===== src/rtl/mem_arbiter.sv =====
// Shares the byte-wide RAM/IO port between fetch, loads, committed stores and IO reads.
// Grants by fixed priority, then steps through 1/2/4 byte accesses into a little-endian word.
module mem_arbiter #(
   parameter int         ADDR_W = 32,
   parameter int         DATA_W = 32,
   parameter logic [1:0] IO_HI  = 2'b11
) (
   input  logic              clk,
   input  logic              rst,
   input  logic              rdy,
   input  logic              clear,
   input  logic              if_req,
   input  logic [ADDR_W-1:0] if_addr,
   output logic              if_done,
   output logic [DATA_W-1:0] if_inst,
   input  logic              lsb_req,
   input  logic [ADDR_W-1:0] lsb_addr,
   input  logic [2:0]        lsb_size,
   output logic              lsb_done,
   output logic [DATA_W-1:0] lsb_data,
   input  logic              st_req,
   input  logic [ADDR_W-1:0] st_addr,
   input  logic [5:0]        st_size,
   input  logic [DATA_W-1:0] st_data,
   output logic              st_done,
   input  logic              io_req,
   input  logic [ADDR_W-1:0] io_addr,
   output logic              io_done,
   output logic [DATA_W-1:0] io_data,
   input  logic [7:0]        mem_din,
   output logic [7:0]        mem_dout,
   output logic [ADDR_W-1:0] mem_a,
   output logic              mem_wr,
   input  logic              io_buffer_full
);
   typedef enum logic [1:0] {IDLE, READ, WRITE, ACK} state_t;
   typedef enum logic [1:0] {OWN_IF, OWN_LSB, OWN_IO, OWN_ST} owner_t;
   localparam int LANES = DATA_W / 8;

   state_t            state_reg, state_next;
   owner_t            owner_reg, owner_next;
   logic [ADDR_W-1:0] base_reg, base_next;
   logic [2:0]        size_reg, size_next;
   logic [2:0]        step_reg, step_next;
   logic [DATA_W-1:0] wdata_reg, wdata_next;
   logic [DATA_W-1:0] buf_reg, buf_next, buf_cap;
   logic [ADDR_W-1:0] mem_a_reg, mem_a_next;
   logic [7:0]        mem_dout_reg, mem_dout_next;
   logic              mem_wr_reg, mem_wr_next;
   logic              if_done_reg, if_done_next;
   logic              lsb_done_reg, lsb_done_next;
   logic              st_done_reg, st_done_next;
   logic              io_done_reg, io_done_next;
   logic [DATA_W-1:0] if_inst_reg, if_inst_next;
   logic [DATA_W-1:0] lsb_data_reg, lsb_data_next;
   logic [DATA_W-1:0] io_data_reg, io_data_next;

   function automatic logic [2:0] norm_size(input logic [5:0] sz);
      case (sz)
         6'd1:    return 3'd1;
         6'd2:    return 3'd2;
         default: return 3'd4;
      endcase
   endfunction

   // clear suppresses every read grant on its edge; stores are committed and still win
   logic gnt_st, gnt_io, gnt_lsb, gnt_if;
   assign gnt_st  = st_req;
   assign gnt_io  = !clear && !st_req && io_req;
   assign gnt_lsb = !clear && !st_req && !io_req && lsb_req;
   assign gnt_if  = !clear && !st_req && !io_req && !lsb_req && if_req;

   // step_reg counts edges since grant in READ and bytes written in WRITE
   logic [2:0]        rd_step;
   logic              rd_issue, rd_cap, seq_end, wr_stall;
   logic [1:0]        cap_idx;
   logic [ADDR_W-1:0] wr_addr;
   assign rd_step  = step_reg + 3'd1;
   assign rd_issue = rd_step < size_reg;
   assign rd_cap   = rd_step >= 3'd2;
   assign cap_idx  = 2'(rd_step - 3'd2);
   assign seq_end  = step_reg == size_reg;
   assign wr_addr  = base_reg + ADDR_W'(step_reg[1:0]);
   assign wr_stall = (wr_addr[17:16] == IO_HI) && io_buffer_full;

   genvar gi;
   generate
      for (gi = 0; gi < LANES; gi++) begin : g_lane
         assign buf_cap[gi*8 +: 8] = (rd_cap && cap_idx == 2'(gi)) ? mem_din : buf_reg[gi*8 +: 8];
      end
   endgenerate

   always_ff @(posedge clk) begin
      if (!rst) begin
         state_reg    <= IDLE;
         owner_reg    <= OWN_IF;
         base_reg     <= '0;
         size_reg     <= 3'd0;
         step_reg     <= 3'd0;
         wdata_reg    <= '0;
         buf_reg      <= '0;
         mem_a_reg    <= '0;
         mem_dout_reg <= 8'd0;
         mem_wr_reg   <= 1'b0;
         if_done_reg  <= 1'b0;
         lsb_done_reg <= 1'b0;
         st_done_reg  <= 1'b0;
         io_done_reg  <= 1'b0;
         if_inst_reg  <= '0;
         lsb_data_reg <= '0;
         io_data_reg  <= '0;
      end else if (rdy) begin
         state_reg    <= state_next;
         owner_reg    <= owner_next;
         base_reg     <= base_next;
         size_reg     <= size_next;
         step_reg     <= step_next;
         wdata_reg    <= wdata_next;
         buf_reg      <= buf_next;
         mem_a_reg    <= mem_a_next;
         mem_dout_reg <= mem_dout_next;
         mem_wr_reg   <= mem_wr_next;
         if_done_reg  <= if_done_next;
         lsb_done_reg <= lsb_done_next;
         st_done_reg  <= st_done_next;
         io_done_reg  <= io_done_next;
         if_inst_reg  <= if_inst_next;
         lsb_data_reg <= lsb_data_next;
         io_data_reg  <= io_data_next;
      end
   end

   always_comb begin
      state_next = state_reg;
      case (state_reg)
         IDLE: begin
            if (gnt_st)
               state_next = WRITE;
            else if (gnt_io || gnt_lsb || gnt_if)
               state_next = READ;
         end
         READ: begin
            if (clear)
               state_next = IDLE;
            else if (seq_end)
               state_next = ACK;
         end
         WRITE: if (seq_end) state_next = ACK;
         ACK:     state_next = IDLE;
         default: state_next = IDLE;
      endcase
   end

   always_comb begin
      owner_next    = owner_reg;
      base_next     = base_reg;
      size_next     = size_reg;
      step_next     = step_reg;
      wdata_next    = wdata_reg;
      buf_next      = buf_reg;
      mem_a_next    = mem_a_reg;
      mem_dout_next = mem_dout_reg;
      mem_wr_next   = 1'b0;
      if_done_next  = 1'b0;
      lsb_done_next = 1'b0;
      st_done_next  = 1'b0;
      io_done_next  = 1'b0;
      if_inst_next  = if_inst_reg;
      lsb_data_next = lsb_data_reg;
      io_data_next  = io_data_reg;
      case (state_reg)
         IDLE: begin
            step_next = 3'd0;
            buf_next  = '0;
            if (gnt_st) begin
               owner_next = OWN_ST;
               base_next  = st_addr;
               size_next  = norm_size(st_size);
               wdata_next = st_data;
            end else if (gnt_io) begin
               owner_next = OWN_IO;
               base_next  = io_addr;
               size_next  = 3'd4;
               mem_a_next = io_addr;
            end else if (gnt_lsb) begin
               owner_next = OWN_LSB;
               base_next  = lsb_addr;
               size_next  = norm_size({3'b000, lsb_size});
               mem_a_next = lsb_addr;
            end else if (gnt_if) begin
               owner_next = OWN_IF;
               base_next  = if_addr;
               size_next  = 3'd4;
               mem_a_next = if_addr;
            end
         end
         READ: begin
            if (!clear) begin
               step_next = rd_step;
               buf_next  = buf_cap;
               if (rd_issue)
                  mem_a_next = base_reg + ADDR_W'(rd_step[1:0]);
               if (seq_end) begin
                  case (owner_reg)
                     OWN_IF:  begin if_done_next  = 1'b1; if_inst_next  = buf_cap; end
                     OWN_LSB: begin lsb_done_next = 1'b1; lsb_data_next = buf_cap; end
                     OWN_IO:  begin io_done_next  = 1'b1; io_data_next  = buf_cap; end
                     default: ;
                  endcase
               end
            end
         end
         WRITE: begin
            if (seq_end) begin
               st_done_next = 1'b1;
            end else if (!wr_stall) begin
               mem_a_next    = wr_addr;
               mem_dout_next = wdata_reg[{step_reg[1:0], 3'b000} +: 8];
               mem_wr_next   = 1'b1;
               step_next     = step_reg + 3'd1;
            end
         end
         default: ;
      endcase
   end

   assign if_done  = if_done_reg;
   assign if_inst  = if_inst_reg;
   assign lsb_done = lsb_done_reg;
   assign lsb_data = lsb_data_reg;
   assign st_done  = st_done_reg;
   assign io_done  = io_done_reg;
   assign io_data  = io_data_reg;
   assign mem_a    = mem_a_reg;
   assign mem_dout = mem_dout_reg;
   assign mem_wr   = mem_wr_reg;
endmodule

===== config.mk =====
export PLATFORM = sky130hd
export DESIGN_NAME = mem_arbiter
export DESIGN_NICKNAME = d
export VERILOG_FILES = /design/src/rtl/mem_arbiter.sv
export SDC_FILE = /design/constraint.sdc
export NUM_CORES = 1
export LEC_CHECK = 0
export ABC_CLOCK_PERIOD_IN_PS = 9630
export CAP_MARGIN = 20
export CORE_MARGIN = 1
export CORE_UTILIZATION = 50
export DETAILED_ROUTE_END_ITERATION = 10
export PLACE_DENSITY = 0.94
export SYNTH_ARGS = -nofsm -noshare
export SYNTH_HDL_FRONTEND = slang
export SYNTH_SLANG_ARGS = --single-unit
export TNS_END_PERCENT = 100

===== constraint.sdc =====
create_clock -name clk -period 9.63 [get_ports clk]
set_input_delay 1.926 -clock clk [delete_from_list [all_inputs] [get_ports clk]]
set_output_delay 1.926 -clock clk [all_outputs]
set_load 0.01 [all_outputs]

After elaboration in Yosys (flattened, before gate mapping)
Cells that the tools add are included.

Output and inout bits: 141. Flip-flop bits (word level): 247.

Magnitude comparators: 2. Shifts and indexed selects: 1. Add/subtract/negate cells: 4. Reductions and logical operators: 33. Bitwise logic cells: 3. Eq/ne operators: 21. Muxes and demuxes: 52.

Operators with widths (count): 32-bit two-way mux (10); 32-bit case mux with 3 select lines (1); 32-bit by 2-bit adder with 32-bit output (2); 32-bit case mux with 2 select lines (1); 8-bit two-way mux (4); 32-bit by 6-bit variable part select with 8-bit output (1); 3-bit two-way mux (7); 5-bit AND reduction (4); 1-bit two-way mux (17); 2-bit two-way mux (8); 2-bit == test (second input constant) (6); 3-bit case mux with 2 select lines (2); 1-bit logical AND (11); 2-bit != test (second input constant) (5); 3-bit case mux with 3 select lines (1); 3-bit AND reduction (3); 2-bit case mux with 4 select lines (1); 8-bit AND reduction (1); 2-bit by 1-bit == test with 1-bit output (second input constant) (3); 6-bit by 1-bit == test with 1-bit output (second input constant) (1); 6-bit by 2-bit == test with 1-bit output (second input constant) (1); 2-bit zero test (3); 1-bit zero test (4); 4-bit != test (second input constant) (1); 15 further kinds (18).

Depth between registers and ports, before layout
Depth after elaboration: 10. Depth in mapped cells: 13.

Least setup slack after synthesis
Ideal clock, no wire load.

Kind: input -> register. Start: in st_req. End: reg mem_a_reg[7] (netlist: mem_a[7]). Arrival time: 3.505 ns. Slack: 6.054 ns. Stages: 9. Path through: or2_2 > o21ai_0 > nand2_1 > o32ai_1 > or2_1 > buf_6 > buf_6 > o221ai_1 > a21oi_1.

Longest elaborated chain between the ends: 8. Elaborated cells between the ends (all ways): 14. Those cells by class: eq/ne: 2; mux: 4; reduce/logical: 8.

RTL lines: from (decl) (line 21) `input logic st_req,`; 1-bit zero test (line 69, 70, 71); 1-bit logical AND (line 69, 70, 71); 1-bit logical AND (line 70, 71); 1-bit logical AND (line 70) `assign gnt_lsb = !clear && !st_req && !io_req && lsb_req;`; 32-bit two-way mux (line 185) `end else if (gnt_lsb) begin`; 32-bit two-way mux (line 180) `end else if (gnt_io) begin`; 32-bit two-way mux (line 175) `if (gnt_st) begin`; 32-bit case mux with 3 select lines (line 171) `case (state_reg)`; to (signal assigned) (line 120) `mem_a_reg <= mem_a_next;`; to (decl) (line 47) `logic [ADDR_W-1:0] mem_a_reg, mem_a_next;`.

Several ways; a longest one is shown, not always the timed one. The select of a mux whose other input is x is not followed. A chain may end at the register's enable or synchronous reset.

Worst setup path in the final report
Start: in clear. End: reg mem_a_reg[7] (netlist: mem_a[7]).

Longest elaborated chain between the ends: 8. Elaborated cells between the ends (all ways): 14. Those cells by class: eq/ne: 2; mux: 4; reduce/logical: 8.

RTL lines: from (decl) (line 11) `input logic clear,`; 1-bit zero test; 1-bit logical AND (line 69, 70, 71); 1-bit logical AND (line 70, 71); 1-bit logical AND (line 70); 32-bit two-way mux (line 185); 32-bit two-way mux (line 180); 32-bit two-way mux (line 175); 32-bit case mux with 3 select lines (line 171).

Several ways; a longest one is shown, not always the timed one. The select of a mux whose other input is x is not followed.

==> impl_metrics.py <==
metrics = {
    "outcome": {
        "status": "finished, final reports clean",
    },
    "cts": {
        "clk_latency_ps": 530,
        "cts_resized": 0,
        "postCtsHoldBufs": 0,
        "tritoncts": "yes",
        "cts-htree-levels": 1,
        "post-cts-setup-buffer-count": 0,
        "clockBufferDepth": 3,
        "path_clk_slew_ps": 60,
        "clock-sinks": 247,
        "cts-buffers-inserted": 26,
        "root_buffer": "clkbuf_16",
    },
    "global_routing": {
        "grt_max_degree": 119,
        "use_met3_pct": 5.64,
        "track_usage_pct": 32.5,
        "grt_pass1_wl_mm": 63.7,
        "gr-usage-met2_pct": 53.8,
        "overflow": 0,
        "top_usage_layer": "met2",
        "grt_pass1_vias": 11900,
        "antenna_found_initial": 0,
        "met1_usage_pct": 42.5,
    },
    "setup_path": {
        "critPathLaunchType": "input port",
        "cp.arrival_ps": 5240,
        "endpoint_kind": "flip-flop",
        "critical_path_class": "in2reg",
        "cp_max_fo": 27,
        "required_ps": 10070,
    },
    "sta": {
        "setup_viol": 0,
        "max_slew.worst_pin.slew_ps": 1140,
        "fin_tns_setup_ps": 0,
        "fin_ws_ps": 4840,
        "max-slew-margin-rel_pct": 23.3,
        "fin_crit_sh_pct": 49.8,
        "fin_crit_ps": 4790,
        "hold_slack_ps": 454,
        "hold_violations": 0,
        "max_freq_mhz": 209,
        "drv_slew": 0,
        "grt_setup_unrepaired": "no",
        "final.setup_skew_ps": 12.3,
    },
    "logic_synthesis": {
        "yosysUniqueCellTypes": 70,
        "synth_fa_ha_area_share_pct": 2.10,
        "ys.flop_type": "dfxtp_1",
        "synth_top_family_by_area": "compound AO/OA/AOI/OAI gates",
        "synth_seq_cells": 247,
        "syn_nets": 1707,
        "syn_area_per_cell_um2": 8.02,
        "synth.cell_area_um2": 12000,
        "synth-edff-count": 0,
        "synthXorXnorAreaFrac_pct": 0.727,
        "async_reset_ff_share_pct": 0,
        "synthMuxAreaShare_pct": 4.50,
        "synth-seq-area-share_pct": 41.1,
        "synth_compound_area_share_pct": 26.1,
        "synthCells": 1502,
        "yosysWarningCount": 0,
        "synth-simple-area-share_pct": 20.2,
    },
    "floorplanning": {
        "io_pins": 327,
        "initial_core_util_pct": 51.1,
        "core-area_um2": 23500,
        "die_area_um2": 24700,
        "rows": 56,
        "die_width_um": 157,
        "die_h_um": 157,
    },
    "place": {
        "dp_hpwl_mm": 28.9,
        "place.gp.congestion": 0.959,
        "io_buffers": 326,
        "dp_slack_ps": 4450,
    },
    "route": {
        "drt_wl_total_mm": 40.9,
        "wire_per_inst_um": 19.7,
        "avgViaCountPerCell": 6.12,
        "final_antenna_net_count": 0,
        "vias": 12700,
        "firstDrtPassIters": 6,
        "drt_iter0_drc": 1142,
        "drc": 0,
    },
    "pwr": {
        "pwr-share-comb_pct": 22.7,
        "p_seq_share_pct": 41.4,
        "switching_share_pct": 30.4,
        "p_int_mw": 1.95,
        "clkPwrFrac_pct": 35.9,
        "p_leak_nw": 5.56,
        "vdd_ir_drop_max_mv": 0.142,
        "p_per_area_nw_per_um2": 173,
        "power.switching_uw": 848,
    },
    "flow_run": {
        "cap_violations": 0,
    },
    "layout": {
        "area_growth_pct": 34.5,
        "multi_input_area_um2": 6490,
        "drive_gt1_share_pct": 5.06,
        "final-seq-area_um2": 4940,
        "fillCellCount": 1890,
        "final_nets": 1945,
    },
    "worst_hold_path": {
        "hold_class": "reg2reg",
    },
}
[placed cells by master (no fill, tap or decap), types with 5 or more instances in the layout]
cell             Yosys  routed
clkdlybuf4s50_1      0     325
dfxtp_1            247     247
nor2_1             219     217
nand2_1            198     198
a211oi_1           117     117
o21ai_0             98      98
a21oi_1             86      85
a22oi_1             40      40
mux2i_1             35      35
nand3_1             35      35
o22ai_1             33      33
o211ai_1            28      28
clkbuf_16            0      27
inv_1               19      19
nor3_1              19      19
ha_1                17      17
buf_4                2      14
or3_1               11      11
a31oi_1             10      10
and2_1               9       9
nand4_1              9       9
xor2_1               8       8
nand2b_1             8       8
o221ai_1             8       8
mux4_2               8       8
o31ai_1              8       8
a21o_1               7       7
and3_1               7       7
a211o_1              7       7
clkinv_2             0       7
nor4_1               8       6
clkbuf_1            97       5
[layout make-up]
type	count	share of cell area, %
well taps	319	2.47
multi-input cells	1100	40.1
inverters	22	0.541
clock buffers	34	4.46
repair buffers	343	21.1
diodes	1	0.0155
flip-flops and latches	247	30.5
clock inverters	13	0.804
[synth_stat cells, types with 10 or more instances]
master	count	area share, %
mux2i_1	35	2.9
clkbuf_1	97	3.0
o22ai_1	33	1.7
nor2_1	219	6.8
dfxtp_1	247	41
or3_1	11	0.57
a22oi_1	40	2.5
a31oi_1	10	0.52
nor3_1	19	0.79
o21ai_0	98	4.1
inv_1	19	0.59
nand3_1	35	1.5
buf_2	20	0.83
a211oi_1	117	7.3
o211ai_1	28	1.7
ha_1	17	1.8
nand2_1	198	6.2
a21oi_1	86	3.6
[metrics by stage]
stage,area [um2],power [mW],utilization [%],instances
2_1_floorplan,12000,1.52,-,1502
3_3_place_gp,15300,1.77,64.9,2028
3_5_place_dp,15300,1.79,64.9,2028
4_1_cts,16100,2.78,68.6,2075
5_1_grt,16200,2.89,68.8,2078
6_report,16200,2.79,68.8,2079
[cell families after synthesis]
| logic type | Yosys count |
|---|---|
| XOR/XNOR | 10 |
| AO/OA/AOI/OAI | 477 |
| buffers and inverters | 155 |
| adder cells (fa/ha/maj) | 19 |
| AND/OR/NAND/NOR | 550 |
| multiplexers | 44 |
| flip-flops | 247 |
[routing by layer]
layer	routed length, um	part of all wire (%)
met2	19500	48
met3	3450	8.4
met4	1410	3.4
met5	0	0
met1	16600	41
[critical path, stage by stage]
cell and delay [ps]:
clkdlybuf4s50_1 590, or2_2 400, o21ai_0 360, nand2_1 90, o32ai_1 420, or2_1 900, o221ai_1 320, a21oi_1 210
[worst paths after layout]
check	start	slack, ps	to	cells past startpoint
hold / removal	mem_a[7]	450	mem_a[7]	2
setup reg to reg	step_reg[1]	5290	mem_a[7]	10
hold reg to reg	mem_a[7]	450	mem_a[7]	2
setup / recovery	clear	4840	mem_a[7]	8
[power groups by stage]
stage | combinational (mW) | sequential, mW | clock [mW]
floorplan | 0.359 | 1.16 | 0
global route | 0.684 | 1.16 | 1.05
finish | 0.635 | 1.16 | 1.00
global placement | 0.602 | 1.17 | 0
detailed placement | 0.615 | 1.17 | 0
CTS | 0.621 | 1.15 | 1.01
Power figures use the tool's default switching activity.
